$ cat config.mk
export PLATFORM = sky130hd
export DESIGN_NAME = move_gen_sequencer_flat
export DESIGN_NICKNAME = d
export VERILOG_FILES = /design/src/rtl/move_gen_sequencer_pkg.sv /design/src/rtl/move_gen_sequencer_if.sv /design/src/rtl/move_gen_sequencer_checker.sv /design/src/rtl/move_gen_sequencer.sv /design/src/flat_wrapper.sv
export SDC_FILE = /design/constraint.sdc
export NUM_CORES = 1
export LEC_CHECK = 0
export ABC_AREA = 1
export ABC_CLOCK_PERIOD_IN_PS = 5200
export CAP_MARGIN = 10
export CORE_MARGIN = 5
export CORE_UTILIZATION = 55
export CTS_CLUSTER_SIZE = 24
export DETAILED_ROUTE_END_ITERATION = 16
export GPL_TIMING_DRIVEN = 0
export MAX_ROUTING_LAYER = met4
export PLACE_DENSITY = 0.85
export SLEW_MARGIN = 20
export SYNTH_ARGS = -nofsm -noshare
export SYNTH_HDL_FRONTEND = slang
export SYNTH_SLANG_ARGS = --single-unit
$ cat constraint.sdc
create_clock -name clk -period 5.2 [get_ports clk]
set_input_delay 1.56 -clock clk [delete_from_list [all_inputs] [get_ports clk]]
set_output_delay 1.56 -clock clk [all_outputs]
set_load 0.03 [all_outputs]
$ cat src/rtl/move_gen_sequencer_pkg.sv
// rtl/move_gen_sequencer_pkg.sv - piece/state encodings and ray-direction tables for the move generator
package move_gen_sequencer_pkg;

  typedef enum logic [2:0] {
    PT_EMPTY   = 3'd0,
    PT_PAWN    = 3'd1,
    PT_KNIGHT  = 3'd2,
    PT_BISHOP  = 3'd3,
    PT_ROOK    = 3'd4,
    PT_QUEEN   = 3'd5,
    PT_KING    = 3'd6,
    PT_INVALID = 3'd7
  } ptype_e;

  localparam logic WHITE = 1'b0;
  localparam logic BLACK = 1'b1;

  typedef enum logic [3:0] {
    S_IDLE,
    S_SRC_RD,
    S_SRC_CHK,
    S_NEXT_SRC,
    S_DIR_INIT,
    S_DST_RD,
    S_DST_CHK,
    S_EMIT,
    S_NEXT_DIR,
    S_DONE
  } state_e;

  typedef struct packed {
    ptype_e     ptype;
    logic [2:0] col;
    logic [2:0] row;
    logic       color;
  } piece_t;

  typedef struct packed {
    logic signed [1:0] dcol;
    logic signed [1:0] drow;
  } dir_t;

  // Zero means the piece type is not generated here (empty, knight, invalid).
  function automatic logic [3:0] dir_count(input ptype_e t);
    case (t)
      PT_PAWN:             return 4'd3;
      PT_ROOK, PT_BISHOP:  return 4'd4;
      PT_QUEEN, PT_KING:   return 4'd8;
      default:             return 4'd0;
    endcase
  endfunction

  function automatic logic [2:0] dir_range(input ptype_e t, input logic [2:0] idx);
    case (t)
      PT_PAWN: return (idx == 3'd0) ? 3'd2 : 3'd1;
      PT_KING: return 3'd1;
      default: return 3'd7;
    endcase
  endfunction

  // Shared table: entries 0-3 orthogonal, 4-7 diagonal; pawns use forward, fwd+col, fwd-col.
  function automatic dir_t dir_lookup(input ptype_e t, input logic color, input logic [2:0] idx);
    dir_t       d;
    logic [2:0] k;
    k = (t == PT_BISHOP) ? (idx + 3'd4) : idx;
    case (k)
      3'd0:    begin d.dcol = 2'sb00; d.drow = 2'sb01; end
      3'd1:    begin d.dcol = 2'sb01; d.drow = 2'sb00; end
      3'd2:    begin d.dcol = 2'sb00; d.drow = 2'sb11; end
      3'd3:    begin d.dcol = 2'sb11; d.drow = 2'sb00; end
      3'd4:    begin d.dcol = 2'sb01; d.drow = 2'sb01; end
      3'd5:    begin d.dcol = 2'sb01; d.drow = 2'sb11; end
      3'd6:    begin d.dcol = 2'sb11; d.drow = 2'sb11; end
      default: begin d.dcol = 2'sb11; d.drow = 2'sb01; end
    endcase
    if (t == PT_PAWN) begin
      d.drow = (color == WHITE) ? 2'sb01 : 2'sb11;
      d.dcol = (idx == 3'd0) ? 2'sb00 : ((idx == 3'd1) ? 2'sb01 : 2'sb11);
    end
    return d;
  endfunction

  // Returns {off_board, col, row}; bit 3 of either 4-bit sum flags leaving 0..7.
  function automatic logic [6:0] step_sq(input logic [5:0] sq, input dir_t d);
    logic [3:0] c;
    logic [3:0] r;
    c = {1'b0, sq[5:3]} + {{2{d.dcol[1]}}, d.dcol};
    r = {1'b0, sq[2:0]} + {{2{d.drow[1]}}, d.drow};
    return {c[3] | r[3], c[2:0], r[2:0]};
  endfunction

endpackage

$ cat src/rtl/move_gen_sequencer_if.sv
// rtl/move_gen_sequencer_if.sv - control, board-read and move-stream bundle of the move generator
interface move_gen_sequencer_if #(
  parameter int CNT_W = 8
);
  logic             start;
  logic             turn;
  logic [5:0]       sq_addr;
  logic [9:0]       sq_data;
  logic             move_valid;
  logic             move_ready;
  logic [15:0]      move_data;
  logic             busy;
  logic             done;
  logic [CNT_W-1:0] move_count;

  modport master (
    input  start, turn, sq_data, move_ready,
    output sq_addr, move_valid, move_data, busy, done, move_count
  );

  modport slave (
    output start, turn, sq_data, move_ready,
    input  sq_addr, move_valid, move_data, busy, done, move_count
  );
endinterface

$ cat src/rtl/move_gen_sequencer_checker.sv
// rtl/move_gen_sequencer_checker.sv - combinational legality check and formatting of one (src,dest) pair
module move_gen_sequencer_checker
  import move_gen_sequencer_pkg::*;
(
  input  piece_t      src_piece_i,
  input  piece_t      dst_piece_i,
  input  logic        turn_i,
  output logic        valid_o,
  output logic        slide_valid_o,
  output logic [15:0] formatted_move_o
);
  logic own_src;
  logic dst_empty;
  logic dst_enemy;
  logic is_pawn;
  logic pawn_fwd;
  logic start_rank;

  assign own_src    = (dir_count(src_piece_i.ptype) != 4'd0) && (src_piece_i.color == turn_i);
  assign dst_empty  = dst_piece_i.ptype == PT_EMPTY;
  assign dst_enemy  = !dst_empty && (dst_piece_i.ptype != PT_INVALID) && (dst_piece_i.color != turn_i);
  assign is_pawn    = src_piece_i.ptype == PT_PAWN;
  assign pawn_fwd   = src_piece_i.col == dst_piece_i.col;
  assign start_rank = (turn_i == WHITE) ? (src_piece_i.row == 3'd1) : (src_piece_i.row == 3'd6);

  // Pawns push only onto empty squares and capture only diagonally; double push only from the home rank.
  assign valid_o = own_src && (is_pawn ? (pawn_fwd ? dst_empty : dst_enemy) : (dst_empty || dst_enemy));
  assign slide_valid_o = valid_o && dst_empty && (!is_pawn || start_rank);

  assign formatted_move_o = {dst_enemy, src_piece_i.col, src_piece_i.row,
                             dst_piece_i.col, dst_piece_i.row, src_piece_i.ptype};
endmodule

$ cat src/rtl/move_gen_sequencer.sv
// rtl/move_gen_sequencer.sv - scans the board, walks each own piece's rays and streams accepted moves
module move_gen_sequencer
  import move_gen_sequencer_pkg::*;
#(
  parameter int CNT_W = 8
) (
  input  logic                 clk,
  input  logic                 rst_n,
  move_gen_sequencer_if.master bus
);
  state_e           state_q, state_d;
  logic [5:0]       src_idx_q, src_idx_d;
  logic [2:0]       dir_idx_q, dir_idx_d;
  logic [2:0]       step_q, step_d;
  logic [5:0]       cur_sq_q, cur_sq_d;
  piece_t           src_piece_q, src_piece_d;
  logic [15:0]      move_data_q, move_data_d;
  logic [CNT_W-1:0] move_count_q, move_count_d;
  logic             turn_q, turn_d;
  logic             slide_q, slide_d;

  piece_t     rd_piece;
  dir_t       cur_dir;
  logic [3:0] cur_count;
  logic [2:0] cur_range;
  logic [5:0] step_base;
  logic [6:0] step_nxt;
  logic       src_ok;
  logic       chk_valid;
  logic       chk_slide;
  logic [15:0] chk_move;

  assign rd_piece  = piece_t'(bus.sq_data);
  assign src_ok    = (dir_count(rd_piece.ptype) != 4'd0) && (rd_piece.color == turn_q);
  assign cur_dir   = dir_lookup(src_piece_q.ptype, src_piece_q.color, dir_idx_q);
  assign cur_count = dir_count(src_piece_q.ptype);
  assign cur_range = dir_range(src_piece_q.ptype, dir_idx_q);
  assign step_base = (state_q == S_DIR_INIT) ? src_idx_q : cur_sq_q;
  assign step_nxt  = step_sq(step_base, cur_dir);

  move_gen_sequencer_checker u_checker (
    .src_piece_i      (src_piece_q),
    .dst_piece_i      (rd_piece),
    .turn_i           (turn_q),
    .valid_o          (chk_valid),
    .slide_valid_o    (chk_slide),
    .formatted_move_o (chk_move)
  );

  always_comb begin
    state_d      = state_q;
    src_idx_d    = src_idx_q;
    dir_idx_d    = dir_idx_q;
    step_d       = step_q;
    cur_sq_d     = cur_sq_q;
    src_piece_d  = src_piece_q;
    move_data_d  = move_data_q;
    move_count_d = move_count_q;
    turn_d       = turn_q;
    slide_d      = slide_q;
    case (state_q)
      S_IDLE: begin
        if (bus.start) begin
          state_d      = S_SRC_RD;
          src_idx_d    = 6'd0;
          move_count_d = '0;
          turn_d       = bus.turn;
        end
      end
      S_SRC_RD: state_d = S_SRC_CHK;
      S_SRC_CHK: begin
        src_piece_d = rd_piece;
        dir_idx_d   = 3'd0;
        // Skipped squares bypass NEXT_SRC so an empty/foreign square costs only two cycles.
        if (src_ok) begin
          state_d = S_DIR_INIT;
        end else if (src_idx_q == 6'd63) begin
          state_d = S_DONE;
        end else begin
          src_idx_d = src_idx_q + 6'd1;
          state_d   = S_SRC_RD;
        end
      end
      S_DIR_INIT: begin
        step_d   = 3'd1;
        cur_sq_d = step_nxt[5:0];
        state_d  = step_nxt[6] ? S_NEXT_DIR : S_DST_RD;
      end
      S_DST_RD: state_d = S_DST_CHK;
      S_DST_CHK: begin
        if (chk_valid) begin
          move_data_d = chk_move;
          slide_d     = chk_slide;
          state_d     = S_EMIT;
        end else begin
          state_d = S_NEXT_DIR;
        end
      end
      S_EMIT: begin
        if (bus.move_ready) begin
          if (move_count_q != {CNT_W{1'b1}}) begin
            move_count_d = move_count_q + CNT_W'(1);
          end
          if (slide_q && (step_q < cur_range)) begin
            step_d   = step_q + 3'd1;
            cur_sq_d = step_nxt[5:0];
            state_d  = step_nxt[6] ? S_NEXT_DIR : S_DST_RD;
          end else begin
            state_d = S_NEXT_DIR;
          end
        end
      end
      S_NEXT_DIR: begin
        if (({1'b0, dir_idx_q} + 4'd1) == cur_count) begin
          state_d = S_NEXT_SRC;
        end else begin
          dir_idx_d = dir_idx_q + 3'd1;
          state_d   = S_DIR_INIT;
        end
      end
      S_NEXT_SRC: begin
        if (src_idx_q == 6'd63) begin
          state_d = S_DONE;
        end else begin
          src_idx_d = src_idx_q + 6'd1;
          state_d   = S_SRC_RD;
        end
      end
      S_DONE:  state_d = S_IDLE;
      default: state_d = S_IDLE;
    endcase
  end

  always_ff @(posedge clk) begin
    if (!rst_n) begin
      state_q      <= S_IDLE;
      src_idx_q    <= '0;
      dir_idx_q    <= '0;
      step_q       <= '0;
      cur_sq_q     <= '0;
      src_piece_q  <= '0;
      move_data_q  <= '0;
      move_count_q <= '0;
      turn_q       <= 1'b0;
      slide_q      <= 1'b0;
    end else begin
      state_q      <= state_d;
      src_idx_q    <= src_idx_d;
      dir_idx_q    <= dir_idx_d;
      step_q       <= step_d;
      cur_sq_q     <= cur_sq_d;
      src_piece_q  <= src_piece_d;
      move_data_q  <= move_data_d;
      move_count_q <= move_count_d;
      turn_q       <= turn_d;
      slide_q      <= slide_d;
    end
  end

  // EMIT keeps the destination address so the RAM output stays on the target square.
  assign bus.sq_addr    = ((state_q == S_DST_RD) || (state_q == S_DST_CHK) || (state_q == S_EMIT))
                          ? cur_sq_q : src_idx_q;
  assign bus.move_valid = state_q == S_EMIT;
  assign bus.move_data  = move_data_q;
  assign bus.move_count = move_count_q;
  assign bus.busy       = (state_q != S_IDLE) && (state_q != S_DONE);
  assign bus.done       = state_q == S_DONE;
endmodule

$ cat src/flat_wrapper.sv
// flat-port wrapper written by rule: the top's interface ports become plain ports
module move_gen_sequencer_flat import move_gen_sequencer_pkg::*;
#(
  parameter int CNT_W = 8
)
  (clk, rst_n, bus_start, bus_turn, bus_sq_data, bus_move_ready, bus_sq_addr, bus_move_valid, bus_move_data, bus_busy, bus_done, bus_move_count);
  move_gen_sequencer_if #(.CNT_W(CNT_W)) bus_i ();
  input  logic clk;
  input  logic rst_n;
  input wire logic [$bits(bus_i.start)-1:0] bus_start;
  input wire logic [$bits(bus_i.turn)-1:0] bus_turn;
  input wire logic [$bits(bus_i.sq_data)-1:0] bus_sq_data;
  input wire logic [$bits(bus_i.move_ready)-1:0] bus_move_ready;
  output wire logic [$bits(bus_i.sq_addr)-1:0] bus_sq_addr;
  output wire logic [$bits(bus_i.move_valid)-1:0] bus_move_valid;
  output wire logic [$bits(bus_i.move_data)-1:0] bus_move_data;
  output wire logic [$bits(bus_i.busy)-1:0] bus_busy;
  output wire logic [$bits(bus_i.done)-1:0] bus_done;
  output wire logic [$bits(bus_i.move_count)-1:0] bus_move_count;
  assign bus_i.start = bus_start;
  assign bus_i.turn = bus_turn;
  assign bus_i.sq_data = bus_sq_data;
  assign bus_i.move_ready = bus_move_ready;
  assign bus_sq_addr = bus_i.sq_addr;
  assign bus_move_valid = bus_i.move_valid;
  assign bus_move_data = bus_i.move_data;
  assign bus_busy = bus_i.busy;
  assign bus_done = bus_i.done;
  assign bus_move_count = bus_i.move_count;
  move_gen_sequencer #(.CNT_W(CNT_W)) u_core (.clk(clk), .rst_n(rst_n), .bus(bus_i));
endmodule
==> flow_summary.yaml <==
sta:
  tns_ns: 0
  grt_setup_unrepaired: "false"
  setup_violations: 0
  relSlewSlack_pct: 63.5
  drv_slew: 0
  min_period_over_period_pct: 72.1
  fmax_mhz: 267
  skew_ns: 0.0103
  hold_viol: 0
  tightest_slew_ns: 0.548
  fin_crit_ns: 3.75
layout:
  drive_above_1_share_pct: 11.4
  stdcell_area_um2: 4160
  fin_nets: 569
  diodes: 0
  regArea_um2: 1160
  final_util_pct: 69.5
  fillers: 488
  syn2layout_area_growth_pct: 22.2
  multi_input_area_um2: 1860
outcome:
  run_status: "finished clean"
global_route:
  grt_max_degree: 13
  grt_pass1_wl_um: 14100
  use_met2_pct: 37.9
  grt_antenna_before_repair: 0
  track_usage_pct: 23.3
  grt_util_met3_pct: 4.00
  use_met1_pct: 28.9
  busiest_layer: "met2"
  overflow: 0
  grt_pass1_vias: 3169
yosys:
  synth_most_common_cell: "inv_1"
  syn_area_um2: 3410
  synthXorXnorAreaFrac_pct: 2.57
  ys_warn_count: 0
  yosysTopAreaCell: "dfxtp_1"
  avgSynthCellArea_um2: 7.10
  synth-main-ff-cell: "dfxtp_1"
  synth_compound_area_share_pct: 19.8
  synth_edf_count: 0
  yosys-top-cells-area: "dfxtp_1, inv_1, a21oi_1"
  synth-seq-area-share_pct: 34.1
  synth_seq_cells: 58
  yosys.area.top_type_share_pct: 34.1
  ys_top_cells_by_count: "inv_1, nand2_1, dfxtp_1"
  synthCells: 480
  synthMuxAreaShare_pct: 0
  yosys.area_share.simple_pct: 25.5
  synth_nets: 512
  synth_top_family_by_area: "simple AND/OR/NAND/NOR gates"
  synth.distinct_cells: 46
  synth_fa_ha_area_share_pct: 6.68
  synthArstFlopShare_pct: 0
clock_network:
  cts_root_buf: "clkbuf_8"
  clockBufferDepth: 2
  cts_sinks: 58
  cts_inserted_buffers: 9
  clkTransAtPathRegs_ns: 0.08
  cts-resized-gates: 0
  cts_tree: "built"
  clk_latency_ns: 0.35
  htreeDepth: 3
  hold_buffers: 0
  post_cts_buffers: 0
power:
  power.switching_uw: 365
  power_frac_clock_pct: 38.3
  power.total_uw: 1130
  p_per_area_nw_per_um2: 271
  leakage_uw: 0.00169
  power_frac_comb_pct: 19.3
  peakVddDrop_v: 0.000173
  pwr-share-seq_pct: 42.4
  power.internal_uw: 765
  swShare_pct: 32.3
job:
  maxCapViolations: 0
worst_setup_path:
  regToRegEndpoint: "u_core.state_q[0]"
  cp_slowest_cell: "clkdlybuf4s50_1"
  crit_chain: "inv_1 -> nand2_2 -> nand2_1 -> clkbuf_1 -> nor2_1 -> a21oi_1 -> clkdlybuf4s50_1"
  endpoint_kind: "output port"
  crit_path_end: "bus_sq_addr[4]"
  slowest_delay_ns: 0.69
  reg2reg_from: "u_core.dir_idx_q[0]"
  worstSetupStartpoint: "u_core.state_q[1]"
  reg2regPathDepth: 18
  required_ns: 3.64
  path_max_fanout: 10
  startpoint_type: "flop"
  ff2ff_setup_slack_ns: 2.41
  worstSetupPathType: "reg2out"
  critPathArrivalTime_ns: 2.19
route:
  vias_per_cell: 5.45
  drtIter0Drc: 234
  remaining_drc_errors: 0
  routedWlPerCell_um: 13.5
  num_vias: 3365
  first_pass_iters: 6
  ant_nets: 0
  drt-total-wl_um: 8340
die:
  start_util_pct: 56.9
  die_w_um: 88.7
  core_area_um2: 5990
  fp-row-count: 28
  die_h_um: 88.7
  die_area_um2: 7870
  pin_count: 48
hold_path:
  hold_path.class: "reg2reg"
placed_design:
  dpl.hpwl_um: 6140
  place_area_um2: 3960
  io_buffers: 46
  globalplace.congestion: 0.950
[worst min-delay path by stage]
stage                                         from                        to  slack [ns]  cells past startpoint
after global placement     u_core.bus.move_data[7]   u_core.bus.move_data[7]        0.43                      2
after detailed placement   u_core.bus.move_data[7]   u_core.bus.move_data[7]        0.43                      2
after CTS                  u_core.bus.move_data[7]   u_core.bus.move_data[7]        0.45                      2
final                      u_core.bus.move_data[7]   u_core.bus.move_data[7]        0.45                      2
after global routing      u_core.bus.move_data[13]  u_core.bus.move_data[13]        0.46                      2
after floorplan                 u_core.cur_sq_q[2]        u_core.cur_sq_q[2]        0.44                      2
[flip-flops by register name, summed over array words and instances, names as in the netlist]
name,cells
u_core.bus.move_count,8
u_core.bus.move_data,16
u_core.cur_sq_q,6
u_core.dir_idx_q,3
u_core.slide_q,1
u_core.src_idx_q,6
u_core.src_piece_q,10
u_core.state_q,4
u_core.step_q,3
u_core.turn_q,1
[cells by family after synthesis]
family / after synthesis
adder cells (fa/ha/maj): 17
buffers and inverters: 98
flip-flops: 58
AND/OR/NAND/NOR: 176
XOR/XNOR: 10
AO/OA/AOI/OAI: 121
[stage by stage]
step,hold WS (ns),worst slack [ns],std cells
after global routing,0.464,1.28,617
after global placement,0.431,1.80,601
after CTS,0.446,1.45,617
after floorplan,0.440,1.98,480
final,0.446,1.45,617
after detailed placement,0.435,1.75,601
[power by group through the flow]
stage / Clock, uW / Sequential (uW) / Combinational (uW)
after floorplan: 0 / 490 / 153
after global placement: 0 / 488 / 207
after detailed placement: 0 / 489 / 213
after CTS: 431 / 478 / 216
after global routing: 461 / 481 / 242
final: 433 / 479 / 218
[layer usage]
layer	up-vias	wire length, um
met5	-	0
met4	0	125
met3	17	484
met2	95	4040
met1	1547	3690
li1	1706	-
[final cells by class]
type / count / area share [%]
Multi-Input combinational cell: 324 / 44.7
Sequential cell: 58 / 27.9
Timing Repair Buffer: 46 / 11.1
Inverter: 86 / 7.81
Clock buffer: 9 / 2.97
Tap cell: 75 / 2.25
Clock inverter: 7 / 1.86
Buffer: 12 / 1.47
[cells in the final DEF (no fill, tap or decap), types with 3 or more instances in the layout]
cell             netlist  final
xnor2_1                7      7
inv_2                 11     11
clkdlybuf4s50_1        0     46
inv_1                 73     73
nand3_1               33     33
nor2_2                 6      6
clkbuf_1               8      8
nand4_1                5      5
clkbuf_8               0      9
o21ai_1                9      9
nand2_2                4      4
nand3_2                4      4
a21oi_1               52     52
a211oi_1               4      4
nor2_1                34     34
nand2_1               65     65
xor2_1                 3      3
a31oi_1                4      4
o21ai_0               39     39
ha_1                  15     15
nor3_1                10     10
dfxtp_1               58     58
clkinv_4               0      3
[critical path, delay by kind of cell, from the launching register on]
| kind | cells | cell delay, ns |
|---|---|---|
| simple gates | 3 | 0.27 |
| buf+inv | 3 | 1.11 |
| flops | 1 | 0.34 |
| compound gates | 1 | 0.12 |
Power figures use the tool's default switching activity.
